**config.mk**
```make
export PLATFORM = sky130hd
export DESIGN_NAME = pipelined_addsub
export DESIGN_NICKNAME = d
export VERILOG_FILES = /design/src/rtl/pipelined_addsub_pkg.sv /design/src/rtl/pipelined_addsub_stage.sv /design/src/rtl/pipelined_addsub.sv
export SDC_FILE = /design/constraint.sdc
export NUM_CORES = 1
export LEC_CHECK = 0
export CAP_MARGIN = 20
export CORE_ASPECT_RATIO = 0.5
export CORE_UTILIZATION = 45
export CTS_CLUSTER_DIAMETER = 100
export CTS_CLUSTER_SIZE = 20
export DETAILED_ROUTE_END_ITERATION = 8
export PLACE_DENSITY = 0.74
export SETUP_SLACK_MARGIN = 0.1
export SKIP_CTS_REPAIR_TIMING = 1
export SKIP_LAST_GASP = 1
export SYNTH_ARGS = -nofsm -noshare
export SYNTH_HDL_FRONTEND = slang
export SYNTH_HIERARCHICAL = 1
export SYNTH_SLANG_ARGS = --single-unit
```
**constraint.sdc**
```tcl
create_clock -name clk -period 10.2 [get_ports clk]
set_input_delay 1.53 -clock clk [delete_from_list [all_inputs] [get_ports clk]]
set_output_delay 1.53 -clock clk [all_outputs]
set_load 0.05 [all_outputs]
```
**src/rtl/pipelined_addsub_pkg.sv**
```systemverilog
// Shared definitions for the pipelined adder/subtractor.
//   ADDSUB_OP_ADD / ADDSUB_OP_SUB : encodings of the 'sub' control input
//   ADDSUB_DEFAULT_WIDTH/STAGES   : default operand width and pipeline depth
//   full_add                      : one-bit full-adder cell used by every chunk
package pipelined_addsub_pkg;

    localparam logic ADDSUB_OP_ADD = 1'b0;
    localparam logic ADDSUB_OP_SUB = 1'b1;

    localparam int ADDSUB_DEFAULT_WIDTH  = 32;
    localparam int ADDSUB_DEFAULT_STAGES = 4;

    typedef struct packed {
        logic cout;
        logic s;
    } fa_out_t;

    function automatic fa_out_t full_add(input logic x, input logic y, input logic cin);
        fa_out_t r;
        r.s    = x ^ y ^ cin;
        r.cout = (x & y) | (cin & (x ^ y));
        return r;
    endfunction

endpackage

```
**src/rtl/pipelined_addsub_stage.sv**
```systemverilog
// One carry-chain chunk of the pipelined adder/subtractor plus its pipeline
// register and handshake logic.
//   clk, rst_n      : clock, synchronous active-low reset (valid bit always;
//                     result registers only when RST_DATA=1)
//   v_up            : upstream stage holds a valid op
//   adv_dn          : downstream stage can accept this cycle
//   adv             : this stage can accept this cycle (loads when v_up)
//   v               : this stage holds a valid op
//   a_in/b_in       : operands from upstream (b already inverted for subtract)
//   sum_in          : sum bits completed by earlier stages
//   cin             : carry into this chunk
//   a_out/b_out     : registered operands passed downstream
//   sum_out         : registered sum with this chunk's bits filled in
//   cout            : registered carry out of this chunk
//   cmsb            : registered carry into this chunk's MSB
//   load            : this stage captures a new op at the coming edge
//   sum_nxt         : combinational sum that will be captured on load
module pipelined_addsub_stage
    import pipelined_addsub_pkg::*;
#(
    parameter int WIDTH    = ADDSUB_DEFAULT_WIDTH,
    parameter int CHUNK    = ADDSUB_DEFAULT_WIDTH / ADDSUB_DEFAULT_STAGES,
    parameter int IDX      = 0,
    parameter bit RST_DATA = 1'b0
) (
    input  logic             clk,
    input  logic             rst_n,
    input  logic             v_up,
    input  logic             adv_dn,
    output logic             adv,
    output logic             v,
    input  logic [WIDTH-1:0] a_in,
    input  logic [WIDTH-1:0] b_in,
    input  logic [WIDTH-1:0] sum_in,
    input  logic             cin,
    output logic [WIDTH-1:0] a_out,
    output logic [WIDTH-1:0] b_out,
    output logic [WIDTH-1:0] sum_out,
    output logic             cout,
    output logic             cmsb,
    output logic             load,
    output logic [WIDTH-1:0] sum_nxt
);

    localparam int LO = IDX * CHUNK;

    logic             v_q, v_d;
    logic [WIDTH-1:0] a_q, a_d;
    logic [WIDTH-1:0] b_q, b_d;
    logic [WIDTH-1:0] sum_q, sum_d;
    logic             cout_q, cout_d;
    logic             cmsb_q, cmsb_d;

    logic [CHUNK:0]   c;
    logic [CHUNK-1:0] s;

    // Ripple carry across this chunk only; the chain is cut at the register.
    always_comb begin
        fa_out_t fa;
        c    = '0;
        s    = '0;
        fa   = '0;
        c[0] = cin;
        for (int i = 0; i < CHUNK; i++) begin
            fa     = full_add(a_in[LO+i], b_in[LO+i], c[i]);
            s[i]   = fa.s;
            c[i+1] = fa.cout;
        end
    end

    always_comb begin
        sum_nxt            = sum_in;
        sum_nxt[LO +: CHUNK] = s;
    end

    // Bubble-collapsing handshake: an empty stage always accepts, a full one
    // accepts only if it can pass its op on at the same edge.
    always_comb begin
        adv    = ~v_q | adv_dn;
        load   = adv & v_up;
        v_d    = adv ? v_up : v_q;
        a_d    = load ? a_in     : a_q;
        b_d    = load ? b_in     : b_q;
        sum_d  = load ? sum_nxt  : sum_q;
        cout_d = load ? c[CHUNK] : cout_q;
        cmsb_d = load ? c[CHUNK-1] : cmsb_q;
    end

    always_ff @(posedge clk) begin
        if (!rst_n) begin
            v_q <= 1'b0;
        end else begin
            v_q <= v_d;
        end
    end

    always_ff @(posedge clk) begin
        a_q <= a_d;
        b_q <= b_d;
    end

    // Only the stage driving the block outputs clears its result fields.
    generate
        if (RST_DATA) begin : g_rst_data
            always_ff @(posedge clk) begin
                if (!rst_n) begin
                    sum_q  <= '0;
                    cout_q <= 1'b0;
                    cmsb_q <= 1'b0;
                end else begin
                    sum_q  <= sum_d;
                    cout_q <= cout_d;
                    cmsb_q <= cmsb_d;
                end
            end
        end else begin : g_no_rst_data
            always_ff @(posedge clk) begin
                sum_q  <= sum_d;
                cout_q <= cout_d;
                cmsb_q <= cmsb_d;
            end
        end
    endgenerate

    assign v       = v_q;
    assign a_out   = a_q;
    assign b_out   = b_q;
    assign sum_out = sum_q;
    assign cout    = cout_q;
    assign cmsb    = cmsb_q;

endmodule

```
**src/rtl/pipelined_addsub.sv**
```systemverilog
// Pipelined two's-complement adder/subtractor with valid/ready handshake.
// The carry chain is split into STAGES chunks of WIDTH/STAGES bits, with the
// carry registered between chunks.
//   clk, rst_n          : clock, synchronous active-low reset
//   in_valid/in_ready   : operation handshake (a, b, sub)
//   a, b                : operands
//   sub                 : 0 = a+b, 1 = a-b
//   out_valid/out_ready : result handshake
//   sum                 : result modulo 2^WIDTH
//   carry               : carry out of MSB (subtract: 1 = no borrow)
//   overflow            : signed overflow
//   zero                : sum == 0
module pipelined_addsub
    import pipelined_addsub_pkg::*;
#(
    parameter int WIDTH  = ADDSUB_DEFAULT_WIDTH,
    parameter int STAGES = ADDSUB_DEFAULT_STAGES
) (
    input  logic             clk,
    input  logic             rst_n,
    input  logic             in_valid,
    output logic             in_ready,
    input  logic [WIDTH-1:0] a,
    input  logic [WIDTH-1:0] b,
    input  logic             sub,
    output logic             out_valid,
    input  logic             out_ready,
    output logic [WIDTH-1:0] sum,
    output logic             carry,
    output logic             overflow,
    output logic             zero
);

    localparam int CHUNK = WIDTH / STAGES;

    generate
        if ((STAGES < 1) || (STAGES > WIDTH) || ((WIDTH % STAGES) != 0)) begin : g_bad_cfg
            $fatal(1, "pipelined_addsub: WIDTH must be a multiple of STAGES, 1 <= STAGES <= WIDTH");
        end
    endgenerate

    // Index k of each array is the input side of stage k; index k+1 its output.
    logic             v_w       [STAGES+1];
    logic             adv_w     [STAGES+1];
    logic [WIDTH-1:0] a_w       [STAGES+1];
    logic [WIDTH-1:0] b_w       [STAGES+1];
    logic [WIDTH-1:0] sum_w     [STAGES+1];
    logic             cout_w    [STAGES+1];
    logic             cmsb_w    [STAGES];
    logic             load_w    [STAGES];
    logic [WIDTH-1:0] sum_nxt_w [STAGES];

    logic zero_q, zero_d;

    // Subtraction is A + ~B + 1: B is inverted once here and the +1 enters as
    // the carry into stage 0.
    assign v_w[0]      = in_valid;
    assign adv_w[STAGES] = out_ready;
    assign a_w[0]      = a;
    assign b_w[0]      = (sub == ADDSUB_OP_SUB) ? ~b : b;
    assign sum_w[0]    = '0;
    assign cout_w[0]   = sub;

    generate
        for (genvar k = 0; k < STAGES; k++) begin : g_stage
            pipelined_addsub_stage #(
                .WIDTH    (WIDTH),
                .CHUNK    (CHUNK),
                .IDX      (k),
                .RST_DATA (k == STAGES - 1)
            ) u_stage (
                .clk     (clk),
                .rst_n   (rst_n),
                .v_up    (v_w[k]),
                .adv_dn  (adv_w[k+1]),
                .adv     (adv_w[k]),
                .v       (v_w[k+1]),
                .a_in    (a_w[k]),
                .b_in    (b_w[k]),
                .sum_in  (sum_w[k]),
                .cin     (cout_w[k]),
                .a_out   (a_w[k+1]),
                .b_out   (b_w[k+1]),
                .sum_out (sum_w[k+1]),
                .cout    (cout_w[k+1]),
                .cmsb    (cmsb_w[k]),
                .load    (load_w[k]),
                .sum_nxt (sum_nxt_w[k])
            );
        end
    endgenerate

    // The zero flag is evaluated on the complete sum as it enters the last
    // register, so it needs no wide compare after the output flops.
    always_comb begin
        zero_d = zero_q;
        if (load_w[STAGES-1]) begin
            zero_d = (sum_nxt_w[STAGES-1] == '0);
        end
    end

    always_ff @(posedge clk) begin
        if (!rst_n) begin
            zero_q <= 1'b0;
        end else begin
            zero_q <= zero_d;
        end
    end

    assign in_ready  = adv_w[0];
    assign out_valid = v_w[STAGES];
    assign sum       = sum_w[STAGES];
    assign carry     = cout_w[STAGES];
    assign overflow  = cout_w[STAGES] ^ cmsb_w[STAGES-1];
    assign zero      = zero_q;

endmodule

```
# Word-level counts from Yosys, hierarchy flattened

Cells that the tools add are included.

Logic and storage cells: 196
Register bits: 282
Input bits: 69
Output and inout port bits: 37

Reductions and logical operators: 1
Multiplexer cells: 1
Bitwise gates (word level): 174

Operator list:

| kind              | number |
|---|---|
| $and A1 B1 Y1     | 68 |
| $xor A1 B1 Y1     | 65 |
| $or A1 B1 Y1      | 36 |
| $logic_not A32 Y1 | 1 |
| $mux W32          | 1 |
| $not A32 Y32      | 1 |
| $not A1 Y1        | 4 |

# Depth between registers and ports, before layout

Word-level depth: 19
Mapped depth: 16
Gate-level depth less buffers: 16

# By module

Netlist, hierarchy kept.

Modules (own cells, without submodules):

| module                                           | cells each | sequential area each (um2) | instances | area an instance (um2) |
|---|---|---|---|---|
| pipelined_addsub_stage at g_stage[0].u_stage ... | 145        | 2962.8                     | 3         | 3378.2 |
| pipelined_addsub_stage at g_stage[3].u_stage     | 255        | 2622.5                     | 1         | 3722.3 |
| pipelined_addsub                                 | 53         | 20.0                       | 1         | 426.7 |

# Least setup slack after synthesis

OpenSTA, ideal clock, no wires.

Kind: input port to flip-flop
Start point: in sub
End point: reg g_stage[0].u_stage.sum_q[7], data pin
Cell stages on the path: 15
Path slack: 4.989 ns
Library setup time: 0.269 ns
Path buffers: 2
Required time: 9.931 ns
Arrival time: 4.942 ns
Cells stage by stage: clkbuf_1 buf_2 xor2_1 fa_1 inv_1 fa_1 inv_1 fa_1 fa_1 fa_1 fa_1 inv_1 fa_1 inv_1 fa_1

RTL lines:

| what                   | line                          | RTL |
|---|---|---|
| start: declaration     | pipelined_addsub.sv:25        | `input logic sub,` |
| end signal: assignment | pipelined_addsub_stage.sv:118 | `sum_q <= sum_d;` |
| end: declaration       | pipelined_addsub_stage.sv:50  | `logic [WIDTH-1:0] sum_q, sum_d;` |

==> results.cfg <==
[status]
status = finished, final reports clean

[floorplanning]
dieArea_um2 = 17000
die_w_um = 183
io_pins = 106
rows = 32
die_h_um = 92.7
start_util = 0.470
core_um2 = 15700

[power_and_ir_drop]
p_per_area_nw_per_um2 = 183
leakagePower_nw = 3.29
peakVddDrop_mv = 0.109

[synth]
syn_avg_cell_area_um2 = 16.1
netlist_area_um2 = 7400
syn-num-nets = 560
synthCells = 459
yosys_warnings = 6

[clocking]
cts.htree.levels = 4
cts_tree = done
cts_sinks = 186
cts_buffers = 17
cts_buffer_depth = 2
clk_latency_ns = 0.41
clk_root_buffer_cell = clkbuf_16
clk_pin_slew_ns = 0.07

[sta]
setup_viol = 0
finalSetupTns_ns = 0
finalCriticalPeriod_ns = 5.30
holdWs_ns = 0.412
relSlewSlack = 0.364
fin_skew_ns = 0.0131
final_max_slew_viol_count = 0
min_period_over_period = 0.519
rsz0062_at_grt = false
hold_viol = 0
fin_ws_ns = 4.90
fmax_ghz = 0.189
tightest_slew_ns = 0.953

[layout]
diodes = 0
drive_gt1_frac = 0.0860
fin_util = 0.573
instances_no_fill = 779
nets = 646
fill_cells = 1225
syn2layout_area_growth_pct = 21.8

[critical_path]
cp_cell_sequence = buf_2 > xor2_1 > fa_1 > inv_1 > fa_1 > inv_1 > fa_1 > fa_1 > fa_1 > fa_1 > inv_1 > fa_1 > inv_1 > fa_1
worstSetupStartpointType = primary input
crit_slowest_cell = buf_2
crit_type = in -> reg
cpPeakStageDelay_ns = 0.71
cp.required_ns = 10.36
end_kind = register
critPathMaxFanout = 33
cpMostUsedCell = fa_1
crit_arrival_ns = 5.45

[detailed_routing]
routed_wl_um = 10600
num_vias = 3435
wire_per_inst_um = 13.6
route.met3.wl_um = 334
avgViaCountPerCell = 4.41
wl_met2_um = 5330
top_layer_used = met4
first_pass_iters = 4
drtIter0Drc = 158
postRouteAntennaNets = 0
wirelength_met1_um = 4840
route.detailed.drc = 0

[placed_design]
post-dp-hpwl_um = 7180
port_buffers = 105
dp_slack_ns = 4.41
place_congestion = 0.713
place_inst = 747

[hold_path]
hp-class = reg -> reg

[grt]
overflow = 0
grt.total_usage = 0.137
antenna_found_initial = 0
grt_max_degree = 72
grt_pass1_vias = 3570
grt_pass1_wl_um = 17300

[job]
cap_violations = 0
[placed cells by master, fill, tap and decap left out]
cell type and count:
clkinv_4 2, fa_1 32, nand3_1 4, o211a_1 3, clkbuf_16 17, or4_4 1, nor4_2 1, xor2_1 33
clkbuf_8 1, bufinv_16 1, a21boi_0 1, clkinv_8 1, inv_8 2, dfxtp_1 39, clkdlybuf4s50_1 103, clkinvlp_4 1
buf_2 2, o21ai_1 1, nand3b_1 1, inv_1 44, nor4_1 5, buf_4 1, and2_4 4, inv_6 6
mux2i_1 31, nand4_1 1, nor3_1 1, nand2b_4 4, edfxtp_1 147, a21boi_2 3, nand2_1 63, clkinv_2 1
or4_1 1
[final timing paths]
path                                              startpoint                            end  slack (ns)  depth (start not counted)
worst max-delay path                                     sub  g_stage[0].u_stage/sum_out[7]        4.90                         14
worst min register to register  g_stage[0].u_stage/b_out[30]   g_stage[1].u_stage/b_out[30]        0.41                          0
worst min-delay path            g_stage[0].u_stage/b_out[30]   g_stage[1].u_stage/b_out[30]        0.41                          0
worst max register to register  g_stage[2].u_stage/a_out[24]                           zero        5.59                         16
[flip-flops by register name, summed over array words and instances, names as in the netlist]
name                     cells
zero                         1
g_stage.u_stage/b_out       48
g_stage.u_stage/sum_out     80
g_stage.u_stage/v            4
g_stage.u_stage/cout         4
g_stage.u_stage/cmsb         1
g_stage.u_stage/a_out       48
[routing by layer]
layer / vias to the layer above / GRT usage
li1: 1700 / -
met1: 1666 / 0.173
met2: 58 / 0.232
met3: 11 / 0.0263
met4: 0 / 0.0583
met5: - / 0
[report_power, final]
part	internal (W)	switching, W
logic	0.0000550	0.0000641
clock network	0.000354	0.000290
registers	0.000872	0.0000142
[critical path: cells and delay by family]
kind	cells	cell delay (ns)
adder cells (fa/ha/maj)	8	2.74
buffers and inverters	5	0.99
XOR/XNOR	1	0.19
[cell type report]
cell class / instances / area [um2] / share of cell area
clock buffers: 18 / 439 / 0.0487
clock inverters: 14 / 151 / 0.0168
inverters: 44 / 165 / 0.0183
multi-input cells: 190 / 1740 / 0.193
flip-flops and latches: 186 / 5190 / 0.576
well taps: 221 / 277 / 0.0307
repair buffers: 106 / 1050 / 0.116
[stage by stage]
| step | total power, W | cell area [um2] |
|---|---|---|
| after floorplan | 0.000973 | 7400 |
| after global placement | 0.00102 | 8430 |
| after detailed placement | 0.00103 | 8430 |
| after CTS | 0.00167 | 9020 |
| after global routing | 0.00172 | 9020 |
| final | 0.00165 | 9020 |
(Power assumes the default switching activity.)
